### config.mk
export PLATFORM = sky130hd
export DESIGN_NAME = traceback_cigar_encoder
export DESIGN_NICKNAME = d
export VERILOG_FILES = /design/src/rtl/traceback_cigar_encoder.sv
export SDC_FILE = /design/constraint.sdc
export NUM_CORES = 1
export LEC_CHECK = 0
export ABC_CLOCK_PERIOD_IN_PS = 7700
export CAP_MARGIN = 5
export CORE_ASPECT_RATIO = 1.25
export CORE_UTILIZATION = 30
export CTS_BUF_LIST = sky130_fd_sc_hd__clkbuf_16
export DETAILED_ROUTE_END_ITERATION = 8
export DONT_BUFFER_PORTS = 1
export SETUP_SLACK_MARGIN = 0.1
export SYNTH_ARGS = -nofsm -noshare
export SYNTH_HDL_FRONTEND = slang
export SYNTH_SLANG_ARGS = --single-unit
### constraint.sdc
create_clock -name clk -period 7.7 [get_ports clk]
set_input_delay 1.54 -clock clk [delete_from_list [all_inputs] [get_ports clk]]
set_output_delay 1.54 -clock clk [all_outputs]
set_load 0.01 [all_outputs]
### src/rtl/traceback_cigar_encoder.sv
// rtl/traceback_cigar_encoder.sv - run-length encodes a traceback path into CIGAR records
// Steps are decoded from successive coordinates, merged into runs and queued in a small record FIFO.
module traceback_cigar_encoder #(
  parameter int          CORD_LENGTH = 8,
  parameter int          LWIDTH      = 8,
  parameter int          FIFO_DEPTH  = 4,
  parameter logic [1:0]  TOP_DIR     = 2'b00,
  parameter logic [1:0]  LEFT_DIR    = 2'b01,
  parameter logic [1:0]  CORNER_DIR  = 2'b10
) (
  input  logic                   clk,
  input  logic                   reset,
  input  logic                   in_valid,
  output logic                   in_ready,
  input  logic [CORD_LENGTH-1:0] in_x,
  input  logic [CORD_LENGTH-1:0] in_y,
  input  logic                   in_last,
  output logic                   out_valid,
  input  logic                   out_ready,
  output logic [1:0]             out_op,
  output logic [LWIDTH-1:0]      out_len,
  output logic                   out_last,
  output logic                   err,
  output logic                   done
);
  localparam int AW = (FIFO_DEPTH > 1) ? $clog2(FIFO_DEPTH) : 1;
  localparam int CW = AW + 1;
  localparam int RW = 2 + LWIDTH + 1;
  localparam logic [LWIDTH-1:0]      LEN_MAX = '1;
  localparam logic [CW-1:0]          DEPTH_C = CW'(FIFO_DEPTH);
  localparam logic [CORD_LENGTH-1:0] C_ONE   = CORD_LENGTH'(1);
  localparam logic [CORD_LENGTH-1:0] C_ZERO  = '0;

  typedef enum logic [1:0] {IDLE, RUN, FLUSH, ERR} state_t;

  typedef struct packed {
    logic              open;
    logic [1:0]        op;
    logic [LWIDTH-1:0] len;
    logic              push;
    logic [RW-1:0]     rec;
  } step_t;

  state_t                 state_q, state_d;
  logic [CORD_LENGTH-1:0] prev_x_q, prev_x_d, prev_y_q, prev_y_d;
  logic                   run_open_q, run_open_d;
  logic [1:0]             run_op_q, run_op_d;
  logic [LWIDTH-1:0]      run_len_q, run_len_d;
  logic [RW-1:0]          mem_q [FIFO_DEPTH];
  logic [RW-1:0]          mem_d [FIFO_DEPTH];
  logic [AW-1:0]          rd_q, rd_d, wr_q, wr_d, wp;
  logic [CW-1:0]          count_q, count_d, npush;
  logic                   err_q, err_d;

  logic [CORD_LENGTH-1:0] dx, dy;
  logic [1:0]             step_op;
  logic                   step_ok, accept, pop, push_a, push_b;
  logic [RW-1:0]          rec_a, rec_b, head;
  step_t                  s1, s2;

  // A saturated run is never extended; the next step always closes it.
  function automatic step_t apply_step(input logic open, input logic [1:0] op,
                                       input logic [LWIDTH-1:0] len, input logic [1:0] sop);
    step_t r;
    r.rec = {op, len, 1'b0};
    if (open && op == sop && len != LEN_MAX) begin
      r.open = 1'b1; r.op = op; r.len = len + 1'b1; r.push = 1'b0;
    end else begin
      r.open = 1'b1; r.op = sop; r.len = LWIDTH'(1); r.push = open;
    end
    return r;
  endfunction

  assign head      = mem_q[rd_q];
  assign out_valid = (count_q != '0) && (state_q != ERR);
  assign out_op    = out_valid ? head[RW-1:RW-2] : 2'b00;
  assign out_len   = out_valid ? head[LWIDTH:1] : '0;
  assign out_last  = out_valid & head[0];
  assign pop       = out_valid & out_ready;
  assign done      = pop & out_last;
  assign err       = err_q;
  // Two free slots cover the worst case of a closing run plus the terminal run.
  assign in_ready  = reset && ((state_q == ERR) ||
                     ((state_q == IDLE || state_q == RUN) && (DEPTH_C - count_q) >= CW'(2)));
  assign accept    = in_valid & in_ready;

  always_comb begin
    state_d = state_q; prev_x_d = prev_x_q; prev_y_d = prev_y_q;
    run_open_d = run_open_q; run_op_d = run_op_q; run_len_d = run_len_q;
    mem_d = mem_q; err_d = err_q;
    s1 = '0; s2 = '0;
    push_a = 1'b0; rec_a = '0; push_b = 1'b0; rec_b = '0;
    dx = prev_x_q - in_x;
    dy = prev_y_q - in_y;
    step_ok = 1'b1;
    step_op = CORNER_DIR;
    if (dx == C_ONE && dy == C_ONE)       step_op = CORNER_DIR;
    else if (dx == C_ZERO && dy == C_ONE) step_op = TOP_DIR;
    else if (dx == C_ONE && dy == C_ZERO) step_op = LEFT_DIR;
    else                                  step_ok = 1'b0;

    case (state_q)
      IDLE: if (accept) begin
        prev_x_d = in_x; prev_y_d = in_y;
        run_open_d = in_last; run_op_d = CORNER_DIR; run_len_d = LWIDTH'(1);
        state_d = in_last ? FLUSH : RUN;
      end
      RUN: if (accept) begin
        if (!step_ok) begin
          state_d = ERR;
          err_d   = 1'b1;
        end else begin
          prev_x_d = in_x; prev_y_d = in_y;
          s1 = apply_step(run_open_q, run_op_q, run_len_q, step_op);
          push_a = s1.push; rec_a = s1.rec;
          run_open_d = s1.open; run_op_d = s1.op; run_len_d = s1.len;
          if (in_last) begin
            s2 = apply_step(s1.open, s1.op, s1.len, CORNER_DIR);
            push_b = s2.push; rec_b = s2.rec;
            run_open_d = s2.open; run_op_d = s2.op; run_len_d = s2.len;
            state_d = FLUSH;
          end
        end
      end
      FLUSH: if (count_q != DEPTH_C || pop) begin
        push_a = 1'b1; rec_a = {run_op_q, run_len_q, 1'b1};
        run_open_d = 1'b0;
        state_d = IDLE;
      end
      default: ;
    endcase

    wp = wr_q;
    if (push_a) begin mem_d[wp] = rec_a; wp = wp + 1'b1; end
    if (push_b) begin mem_d[wp] = rec_b; wp = wp + 1'b1; end
    npush   = CW'(push_a) + CW'(push_b);
    wr_d    = wp;
    rd_d    = rd_q + AW'(pop);
    count_d = count_q + npush - CW'(pop);
    if (state_d == ERR) begin
      wr_d = '0; rd_d = '0; count_d = '0;
    end
  end

  always_ff @(posedge clk) begin
    if (!reset) begin
      state_q <= IDLE; prev_x_q <= '0; prev_y_q <= '0;
      run_open_q <= 1'b0; run_op_q <= 2'b00; run_len_q <= '0;
      rd_q <= '0; wr_q <= '0; count_q <= '0; err_q <= 1'b0;
    end else begin
      state_q <= state_d; prev_x_q <= prev_x_d; prev_y_q <= prev_y_d;
      run_open_q <= run_open_d; run_op_q <= run_op_d; run_len_q <= run_len_d;
      rd_q <= rd_d; wr_q <= wr_d; count_q <= count_d; err_q <= err_d;
    end
  end

  // Record storage is not reset; the outputs are gated by out_valid instead.
  always_ff @(posedge clk) mem_q <= mem_d;

endmodule

==> impl_metrics.json, run 1 <==
{
  "status": "complete, no violations",
  "synth_warnings": 0,
  "worst_pin_slew_ns": 1.04,
  "htreeDepth": 3,
  "timing.critical_path.max_delay_family": "simple AND/OR/NAND/NOR gates",
  "synthDistinctLibCells": 59,
  "critical-path-slowest-cell": "sky130_fd_sc_hd__nor4_1",
  "worst_slew_margin_rel_pct": 30.3,
  "switching_share_pct": 37.9,
  "cp.required_ns": 7.94,
  "clock_slew_seen_by_the_registers_of_the_worst_setup_and_hold_paths_ns": 0.06,
  "final_net_count": 672,
  "grt_first_pass_wirelength_mm": 22.0,
  "crit_path_max_fanout": 11,
  "avgRoutedWirePerCell_um": 15.8,
  "cts_setup_buffers": 0,
  "avgSynthCellArea_um2": 8.78,
  "drc": 0,
  "cts_num_sinks": 81,
  "synth_sequential_area_ratio_pct": 29.7,
  "detail_route.vias_per_cell": 5.15,
  "netlist_area_mm2": 0.00546,
  "routed-via-count": 4338,
  "timing_hold_violations_final": 0,
  "critPathArrivalTime_ns": 6.74,
  "power_frac_seq_pct": 34.5,
  "drt.antenna.violating_nets": 0,
  "tritoncts.num_buffers": 9,
  "endpoint_kind": "register",
  "port-buffer-count": 0,
  "yosys.area.top_type_share_pct": 29.7,
  "area_growth_syn_to_layout_pct": 9.89,
  "vdd_ir_drop_max_uv": 120,
  "power.combinational.fraction_pct": 36.0,
  "drive_gt1_share_pct": 7.77,
  "grt_antenna_before_repair": 0,
  "power.leakage_nw": 2.37,
  "mapped_cells": 621,
  "power.internal_uw": 947,
  "clock.fmax_mhz": 154,
  "post_cts.resized_instances": 0,
  "synth_most_common_cell": "sky130_fd_sc_hd__mux2i_1",
  "n_fill_cell": 1850,
  "first_global_vias": 4329,
  "yosys-top-cells-area": "sky130_fd_sc_hd__dfxtp_1 (30%), sky130_fd_sc_hd__mux2i_1 (16%), sky130_fd_sc_hd__ha_1 (7.8%)",
  "timing.clock.skew_ns": 0.00879,
  "slew_viol_final": 0,
  "worst_path_largest_cell_delay_ns": 0.72,
  "areal_power_density_over_the_cells_mw_per_mm2": 254,
  "start_kind": "input port",
  "layout_worst_path_cycle_share_pct": 84.5,
  "firstDrtPassIters": 4,
  "fin_setup_tns_ns": 0,
  "synthFlopType": "sky130_fd_sc_hd__dfxtp_1",
  "maximum_number_of_pins_on_one_net_before_global_route_repair": 32,
  "timing.final.crit_period_ns": 6.50,
  "syn-num-nets": 680,
  "clk_latency_ns": 0.35,
  "overall_global_routing_resource_usage_pct": 15.0,
  "hold_ws_ns": 0.454,
  "floorplan.core_area_mm2": 0.0176,
  "floorplan.die_area_mm2": 0.0187,
  "crit_type": "input port to register",
  "grt_setup_unrepaired": "false",
  "max-clock-path-buffers": 2,
  "row_count": 54,
  "detailedRoute.firstIterationViolations": 259,
  "tritoncts": "done",
  "clock_power_share_pct": 29.4,
  "multi_input_area_mm2": 0.00358,
  "num_antenna_cells": 0,
  "hpwlAfterDp_mm": 9.86,
  "synth_async_sr_flop_share_pct": 0,
  "die_w_um": 123,
  "synth_enable_flop_cells": 0,
  "hold_buffers": 0,
  "final_wirelength_mm": 13.3,
  "critical_path_cell_by_cell": "ha_1 > fa_1 > nand2b_1 > a21oi_1 > mux2_2 > nor4_1 > nand4_1 > o21ai_0 > buf_4 > and2_1 > ha_1 > nand3_1 > inv_1 > nand3_1 > a311o_1 > a311oi_4 > nand2_1 > and2_1",
  "hold_path_class": "register to register",
  "floorplan.io_pins": 36,
  "worst-path-buf-inv": 2,
  "total_switching_power_uw": 577,
  "postSynthRegisterBits": 81,
  "initial_utilization_pct": 30.9,
  "globalplace.congestion": 0.862,
  "sequential_cell_area_mm2": 0.00162,
  "timing.final.setup_violations": 0,
  "die_h_um": 153,
  "netlist.top_cell.by_area": "sky130_fd_sc_hd__dfxtp_1",
  "ctsRootBufferMaster": "sky130_fd_sc_hd__clkbuf_16",
  "overflow": 0,
  "synth_top_cells_by_count": "sky130_fd_sc_hd__mux2i_1 (85), sky130_fd_sc_hd__dfxtp_1 (81), sky130_fd_sc_hd__nand2_1 (73)",
  "drv.max_cap_violation_count": 0
}
[placed cells by master, fill, tap and decap left out, types with 4 or more instances in the layout]
cell                        synthesis  final
sky130_fd_sc_hd__and3_1             6      6
sky130_fd_sc_hd__or3_1              6      6
sky130_fd_sc_hd__and2_1            21     21
sky130_fd_sc_hd__nand4_1           10     10
sky130_fd_sc_hd__nor2_1            27     27
sky130_fd_sc_hd__nand2b_1           7      7
sky130_fd_sc_hd__a21boi_0           9      9
sky130_fd_sc_hd__mux2i_1           85     85
sky130_fd_sc_hd__nand3_1           20     20
sky130_fd_sc_hd__xor2_1             8      8
sky130_fd_sc_hd__nor3_1             9      9
sky130_fd_sc_hd__inv_6              0      4
sky130_fd_sc_hd__nand2_1           73     73
sky130_fd_sc_hd__ha_1              34     34
sky130_fd_sc_hd__buf_4              0      7
sky130_fd_sc_hd__inv_1             39     39
sky130_fd_sc_hd__dfxtp_1           81     81
sky130_fd_sc_hd__nor4_1             5      5
sky130_fd_sc_hd__o211ai_1           7      7
sky130_fd_sc_hd__a31oi_1            6      5
sky130_fd_sc_hd__clkbuf_16          0      9
sky130_fd_sc_hd__xnor2_1           10     10
sky130_fd_sc_hd__o21a_1             4      4
sky130_fd_sc_hd__o21ai_0           21     20
sky130_fd_sc_hd__a21oi_1           41     41
sky130_fd_sc_hd__fa_1               4      4
sky130_fd_sc_hd__mux4_2            11     11
[final cells by class]
type | instances | area share (%)
clock buffer | 9 | 3.76
clock inverter | 7 | 1.40
inverter | 39 | 2.44
multi-input combinational | 475 | 59.8
sequential | 81 | 27.1
tap | 224 | 4.68
timing repair buffer | 7 | 0.877
[cells by family after synthesis]
group,count (synthesis),share of synthesized area [%]
AOI/OAI and AO/OA,116,13.9
adders and majority gates,38,9.27
and+or+nand+nor,204,18.8
muxes,99,20.8
DFF,81,29.7
xor gates and xnor gates,18,2.89
buffers and inverters,65,4.68
[layer usage]
layer	GRT usage [%]	up-vias	part of all wire [%]
met5	0	-	0
met4	4.07	0	1.3
met3	3.56	14	3.8
met2	25.5	67	50
met1	18.6	2044	45
li1	-	2213	-
[sequential cells by signal, summed over array words and instances, names as in the netlist]
name        flops
mem_q          44
prev_x_q        8
prev_y_q        8
run_len_q       8
count_q         3
rd_q            2
run_op_q        2
state_q         2
wr_q            2
err             1
run_open_q      1
[path summary, 6_finish.rpt]
path                            slack, ns  cells past startpoint                        to                startpoint
worst min register to register       0.45                      2  prev_x_q[6]$_SDFFE_PN0P_  prev_x_q[6]$_SDFFE_PN0P_
worst max register to register       2.03                     19          mem_q[0]$_DFF_P_  prev_y_q[0]$_SDFFE_PN0P_
worst min-delay path                 0.45                      2  prev_x_q[6]$_SDFFE_PN0P_  prev_x_q[6]$_SDFFE_PN0P_
worst max-delay path                 1.20                     18          mem_q[0]$_DFF_P_                   in_y[0]
[per-stage QoR]
step           std cells  power (mW)  instance area (µm²)  setup slack, ns  utilization, %
4_1_cts              842        1.55                 5990             1.27            34.0
2_1_floorplan        621       0.955                 5460             1.47               -
3_5_place_dp         826        1.09                 5690            0.901            32.2
6_report             842        1.52                 5990             1.20            34.0
3_3_place_gp         826        1.09                 5690             1.05            32.2
5_1_grt              842        1.65                 5990            0.751            34.0
[power by group through the flow]
stage                     clock network [mW]  logic (mW)  registers [mW]
after floorplan                            0       0.451           0.504
after global placement                     0       0.553           0.536
after detailed placement                   0       0.556           0.536
after CTS                              0.463       0.559           0.527
after global routing                   0.478       0.632           0.536
final                                  0.449       0.550           0.526
[tightest hold or removal path, delay by kind of cell, from the launching register on]
family	cells	cell delay, ns
simple gates	1	0.05
flops	1	0.31
compound gates	1	0.05
No activity file was read; power rests on OpenSTA's default activity.
==> run 2, diff against run 1 <==
--- a/config.mk
+++ b/config.mk
@@ -5,7 +5,7 @@
 export SDC_FILE = /design/constraint.sdc
 export NUM_CORES = 1
 export LEC_CHECK = 0
-export ABC_CLOCK_PERIOD_IN_PS = 7700
+export ABC_CLOCK_PERIOD_IN_PS = 6140
 export CAP_MARGIN = 5
 export CORE_ASPECT_RATIO = 1.25
 export CORE_UTILIZATION = 30
==> constraint.sdc (replaced) <==
create_clock -name clk -period 6.14 [get_ports clk]
set_input_delay 1.228 -clock clk [delete_from_list [all_inputs] [get_ports clk]]
set_output_delay 1.228 -clock clk [all_outputs]
set_load 0.01 [all_outputs]
==> run 2 against run 1 <==
Clock power rose by 10%. Hold slack got worse by 0.0025 ns. Die area unchanged. Largest cell class unchanged.
==> impl_metrics.json, run 2 (synthesized netlist as in run 1, its figures left out) <==
{
  "num_antenna_cells": 0,
  "clk_latency_ns": 0.35,
  "port-buffer-count": 0,
  "drc": 0,
  "row_count": 54,
  "die_h_um": 153,
  "cp.required_ns": 6.38,
  "grt_first_pass_wirelength_mm": 22.3,
  "routed-via-count": 4408,
  "final_cell_area_mm2": 0.00599,
  "critPathArrivalTime_ns": 5.69,
  "ctsRootBufferMaster": "sky130_fd_sc_hd__clkbuf_16",
  "max_flop_register": "mem_q",
  "start_kind": "input port",
  "globalplace.congestion": 0.843,
  "final_cell_mix": "sky130_fd_sc_hd__mux2i_1 (85), sky130_fd_sc_hd__dfxtp_1 (81), sky130_fd_sc_hd__nand2_1 (73), sky130_fd_sc_hd__a21oi_1 (41), sky130_fd_sc_hd__inv_1 (39)",
  "clock.fmax_mhz": 184,
  "cts_setup_buffers": 0,
  "detailedRoute.firstIterationViolations": 258,
  "post_cts.resized_instances": 0,
  "wl_met1_mm": 6.12,
  "first_global_vias": 4315,
  "detail_route.vias_per_cell": 5.21,
  "htreeDepth": 3,
  "initial_utilization_pct": 30.9,
  "max-clock-path-buffers": 2,
  "worst_slew_margin_rel_pct": 31.7,
  "layout_commonest_cell": "sky130_fd_sc_hd__mux2i_1",
  "power.leakage_nw": 2.37,
  "postPlaceCellArea_mm2": 0.00572,
  "crit_path_max_fanout": 11,
  "topRoutingLayerUsed": "met4",
  "timing.clock.skew_ns": 0.00849,
  "status": "complete, no violations",
  "hold_path_class": "register to register",
  "final_wirelength_mm": 13.4,
  "worst_pin_slew_ns": 1.02,
  "grt_setup_unrepaired": "false",
  "avgRoutedWirePerCell_um": 15.8,
  "met3RoutedLength_um": 526,
  "overall_global_routing_resource_usage_pct": 15.2,
  "hold_buffers": 0,
  "area_growth_syn_to_layout_pct": 9.86,
  "drive_gt1_share_pct": 8.36,
  "floorplan.io_pins": 36,
  "die_w_um": 123,
  "areal_power_density_over_the_cells_mw_per_mm2": 309,
  "cts_num_sinks": 81,
  "clock_slew_seen_by_the_registers_of_the_worst_setup_and_hold_paths_ns": 0.06,
  "hpwlAfterDp_mm": 9.99,
  "endpoint_kind": "register",
  "layout_worst_path_cycle_share_pct": 88.7,
  "crit_type": "input port to register",
  "final_net_count": 677,
  "timing.final.crit_period_ns": 5.45,
  "drv.max_cap_violation_count": 0,
  "slew_viol_final": 0,
  "grt_antenna_before_repair": 0,
  "fin_setup_tns_ns": 0,
  "timing.final.setup_violations": 0,
  "wl_met2_mm": 6.53,
  "overflow": 0,
  "floorplan.die_area_mm2": 0.0187,
  "firstDrtPassIters": 5,
  "floorplan.core_area_mm2": 0.0176,
  "maximum_number_of_pins_on_one_net_before_global_route_repair": 32,
  "timing_hold_violations_final": 0,
  "tritoncts.num_buffers": 9,
  "vdd_ir_drop_max_uv": 153,
  "tritoncts": "done",
  "largest_register_ff_count": 44,
  "drt.antenna.violating_nets": 0
}
run 2: changes by cell type in the layout (fill, tap and decap cells not counted), sizes merged:
cell / delta
buf: +5
inv: -4
bufinv: -1
clkinvlp: +2
clkinv: +2
run 2: metal layers:
layer / vias up / global-route usage, %
met4: 0 / 4.76
met3: 13 / 3.26
met5: - / 0
met2: 75 / 25.5
met1: 2097 / 19.1
li1: 2223 / -
run 2: critical path, cell delays in order:
cell and delay [ns]:
sky130_fd_sc_hd__ha_1 0.20, sky130_fd_sc_hd__fa_1 0.39, sky130_fd_sc_hd__nand2b_1 0.16, sky130_fd_sc_hd__a21oi_1 0.18, sky130_fd_sc_hd__mux2_2 0.38, sky130_fd_sc_hd__nor4_1 0.25, sky130_fd_sc_hd__buf_4 0.19, sky130_fd_sc_hd__nand4_1 0.10
sky130_fd_sc_hd__o21ai_0 0.21, sky130_fd_sc_hd__and2_1 0.19, sky130_fd_sc_hd__ha_1 0.16, sky130_fd_sc_hd__nand3_1 0.09, sky130_fd_sc_hd__inv_1 0.13, sky130_fd_sc_hd__nand3_1 0.12, sky130_fd_sc_hd__a311o_1 0.44, sky130_fd_sc_hd__a311oi_4 0.45
sky130_fd_sc_hd__nand2_1 0.51, sky130_fd_sc_hd__and2_1 0.31
run 2: final timing paths:
check        cells after the start                  endpoint  slack (ns)                      from
max                             18         mem_q[11]$_DFF_P_        0.69                   in_y[0]
min                              2  prev_x_q[0]$_SDFFE_PN0P_        0.45  prev_x_q[0]$_SDFFE_PN0P_
max reg2reg                     19         mem_q[11]$_DFF_P_        1.21  prev_y_q[0]$_SDFFE_PN0P_
min reg2reg                      2  prev_x_q[0]$_SDFFE_PN0P_        0.45  prev_x_q[0]$_SDFFE_PN0P_
run 2: through the flow:
stage               cells  power (mW)  worst slack, ns  hold WS, ns  util [%]
floorplan             621        1.20            0.226        0.432         -
global placement      831        1.37            0.474        0.438      32.5
detailed placement    831        1.38            0.357        0.445      32.5
CTS                   846        1.88            0.713        0.452      34.0
global route          846        2.00            0.222        0.469      34.0
finish                846        1.85            0.693        0.451      34.0
run 2: where the power goes:
part | total (mW) | leakage [nW] | switching (mW) | internal (mW)
clock network | 0.495 | 0.124 | 0.222 | 0.272
logic | 0.696 | 1.59 | 0.413 | 0.282
registers | 0.659 | 0.655 | 0.0740 | 0.585
run 2: cell type report:
class | count | area (µm²)
multi-input combinational | 475 | 3580
sequential | 81 | 1620
tap | 224 | 280
clock buffer | 9 | 225
inverter | 39 | 146
clock inverter | 6 | 45.0
fill | 1819 | 11600
timing repair buffer | 12 | 90.1
==> run 3, diff against run 2 <==
--- a/config.mk
+++ b/config.mk
@@ -8,10 +8,12 @@
 export ABC_CLOCK_PERIOD_IN_PS = 6140
 export CAP_MARGIN = 5
 export CORE_ASPECT_RATIO = 1.25
-export CORE_UTILIZATION = 30
+export CORE_UTILIZATION = 55
 export CTS_BUF_LIST = sky130_fd_sc_hd__clkbuf_16
 export DETAILED_ROUTE_END_ITERATION = 8
 export DONT_BUFFER_PORTS = 1
+export PLACE_DENSITY = 0.7
+export RECOVER_POWER = 100
 export SETUP_SLACK_MARGIN = 0.1
 export SYNTH_ARGS = -nofsm -noshare
 export SYNTH_HDL_FRONTEND = slang
==> run 3 against run 2 <==
Utilization increased by 27 points. Hold slack better by 0.0050 ns. Clock skew shrank 0.0035 ns. Non-clock buffer count fell by 2. Design area is 1.7% lower. Clock-buffer cell count is the same. Critical path depth rose by 2.
==> impl_metrics.json, run 3 (synthesized netlist as in run 1, its figures left out) <==
{
  "endpoint_kind": "register",
  "final_cell_area_mm2": 0.00589,
  "max_flop_register": "mem_q",
  "grt_first_pass_wirelength_mm": 21.7,
  "final_net_count": 675,
  "area_growth_syn_to_layout_pct": 8.03,
  "clock.fmax_mhz": 181,
  "start_kind": "input port",
  "hold_path_class": "register to register",
  "crit_path_max_fanout": 6,
  "avgRoutedWirePerCell_um": 17.6,
  "power.leakage_nw": 2.36,
  "drv.max_cap_violation_count": 0,
  "clock_power_share_pct": 30.0,
  "grt_setup_unrepaired": "false",
  "floorplan.io_pins": 36,
  "die_w_um": 91.1,
  "globalplace.congestion": 0.948,
  "areal_power_density_over_the_cells_mw_per_mm2": 328,
  "tritoncts.num_buffers": 9,
  "timing_hold_violations_final": 0,
  "layout_commonest_cell": "sky130_fd_sc_hd__mux2i_1",
  "post_cts.resized_instances": 0,
  "die_h_um": 113,
  "vdd_ir_drop_max_uv": 194,
  "row_count": 40,
  "power.combinational.fraction_pct": 36.0,
  "clk_latency_ns": 0.34,
  "num_antenna_cells": 0,
  "floorplan.die_area_mm2": 0.0103,
  "detail_route.vias_per_cell": 6.01,
  "cp.required_ns": 6.38,
  "crit_type": "input port to register",
  "timing.clock.skew_ns": 0.00496,
  "slew_viol_final": 0,
  "fin_setup_tns_ns": 0,
  "worst_slew_margin_rel_pct": 30.8,
  "clock_slew_seen_by_the_registers_of_the_worst_setup_and_hold_paths_ns": 0.06,
  "timing.final.crit_period_ns": 5.52,
  "final_wirelength_mm": 13.1,
  "n_fill_cell": 871,
  "initial_utilization_pct": 56.8,
  "overall_global_routing_resource_usage_pct": 26.8,
  "drive_gt1_share_pct": 7.58,
  "critPathArrivalTime_ns": 5.76,
  "worst_pin_slew_ns": 1.03,
  "final_cells": 746,
  "cts_setup_buffers": 0,
  "timing.final.setup_violations": 0,
  "hold_ws_ns": 0.456,
  "postPlaceCellArea_mm2": 0.00559,
  "status": "complete, no violations",
  "firstDrtPassIters": 4,
  "switching_share_pct": 36.9,
  "detailedRoute.firstIterationViolations": 188,
  "port-buffer-count": 0,
  "power.internal_mw": 1.22,
  "floorplan.core_area_mm2": 0.00961,
  "final_cell_mix": "sky130_fd_sc_hd__mux2i_1 (85), sky130_fd_sc_hd__dfxtp_1 (81), sky130_fd_sc_hd__nand2_1 (73), sky130_fd_sc_hd__a21oi_1 (41), sky130_fd_sc_hd__inv_1 (39)",
  "largest_register_ff_count": 44,
  "drc": 0,
  "hpwlAfterDp_mm": 9.91,
  "first_global_vias": 4550,
  "hold_buffers": 0,
  "layout_worst_path_cycle_share_pct": 90.0,
  "total_switching_power_uw": 713,
  "power_frac_seq_pct": 34.1,
  "number_of_placed_instances_taps_included": 731,
  "power.total_mw": 1.93,
  "routed-via-count": 4480,
  "htreeDepth": 3,
  "grt_antenna_before_repair": 0,
  "max-clock-path-buffers": 2,
  "ctsRootBufferMaster": "sky130_fd_sc_hd__clkbuf_16",
  "drt.antenna.violating_nets": 0,
  "overflow": 0,
  "tritoncts": "done",
  "maximum_number_of_pins_on_one_net_before_global_route_repair": 22,
  "cts_num_sinks": 81
}
[run 3: cell count changes in the layout (fill, tap and decap cells not counted), sizes merged]
| cell | before | now |
|---|---|---|
| bufinv | 0 | 2 |
| buf | 12 | 7 |
| clkinv | 2 | 1 |
| clkinvlp | 3 | 2 |
| clkbuf | 9 | 12 |
[run 3: cell type report]
cell class	instances	area [µm²]	share of cell area, %
multi-input cells	475	3580	60.8
flip-flops and latches	81	1620	27.5
clock buffers	9	225	3.82
well taps	126	158	2.68
inverters	39	146	2.48
clock inverters	6	92.6	1.57
repair buffers	10	65.1	1.10
[run 3: critical path: stages]
cell and delay [ns]:
sky130_fd_sc_hd__ha_1 0.20, sky130_fd_sc_hd__fa_1 0.40, sky130_fd_sc_hd__nand2b_1 0.16, sky130_fd_sc_hd__a21oi_1 0.17, sky130_fd_sc_hd__mux2_1 0.39, sky130_fd_sc_hd__nor4_1 0.26
sky130_fd_sc_hd__clkbuf_1 0.24, sky130_fd_sc_hd__nand4_1 0.14, sky130_fd_sc_hd__o21ai_0 0.18, sky130_fd_sc_hd__and2_0 0.18, sky130_fd_sc_hd__ha_1 0.16, sky130_fd_sc_hd__nand3_1 0.08
sky130_fd_sc_hd__inv_1 0.13, sky130_fd_sc_hd__nand3_1 0.14, sky130_fd_sc_hd__a311o_1 0.46, sky130_fd_sc_hd__a31o_2 0.29, sky130_fd_sc_hd__fa_1 0.35, sky130_fd_sc_hd__inv_1 0.08
sky130_fd_sc_hd__fa_1 0.40, sky130_fd_sc_hd__and2_1 0.14
[run 3: metal layers]
| metal | vias to the layer above | wire (µm) | global-route usage [%] |
|---|---|---|---|
| met5 | - | 0 | 0 |
| met4 | 0 | 383 | 11.3 |
| met3 | 31 | 487 | 5.38 |
| met2 | 103 | 6870 | 49.6 |
| met1 | 2129 | 5360 | 29.7 |
| li1 | 2217 | - | - |
[run 3: path summary, 6_finish.rpt]
kind                                 start                       end  slack (ns)  depth (start not counted)
setup / recovery                   in_y[0]     count_q[1]$_SDFF_PP0_        0.62                         20
hold / removal    prev_y_q[4]$_SDFFE_PN0P_  prev_y_q[4]$_SDFFE_PN0P_        0.46                          2
setup reg to reg  prev_y_q[0]$_SDFFE_PN0P_     count_q[1]$_SDFF_PP0_        1.14                         21
hold reg to reg   prev_y_q[4]$_SDFFE_PN0P_  prev_y_q[4]$_SDFFE_PN0P_        0.46                          2
[run 3: power groups by stage]
stage / Sequential [mW] / Clock, mW / Combinational [mW]
2_1_floorplan: 0.632 / 0 / 0.565
3_3_place_gp: 0.670 / 0 / 0.678
3_5_place_dp: 0.672 / 0 / 0.698
4_1_cts: 0.660 / 0.590 / 0.702
5_1_grt: 0.670 / 0.615 / 0.782
6_report: 0.658 / 0.579 / 0.695
[run 3: stage by stage]
step / setup slack, ns / utilization [%]
after global placement: 0.492 / 58.1
after floorplan: 0.226 / -
after detailed placement: 0.401 / 58.1
after CTS: 0.734 / 61.4
final: 0.617 / 61.3
after global routing: 0.264 / 61.3
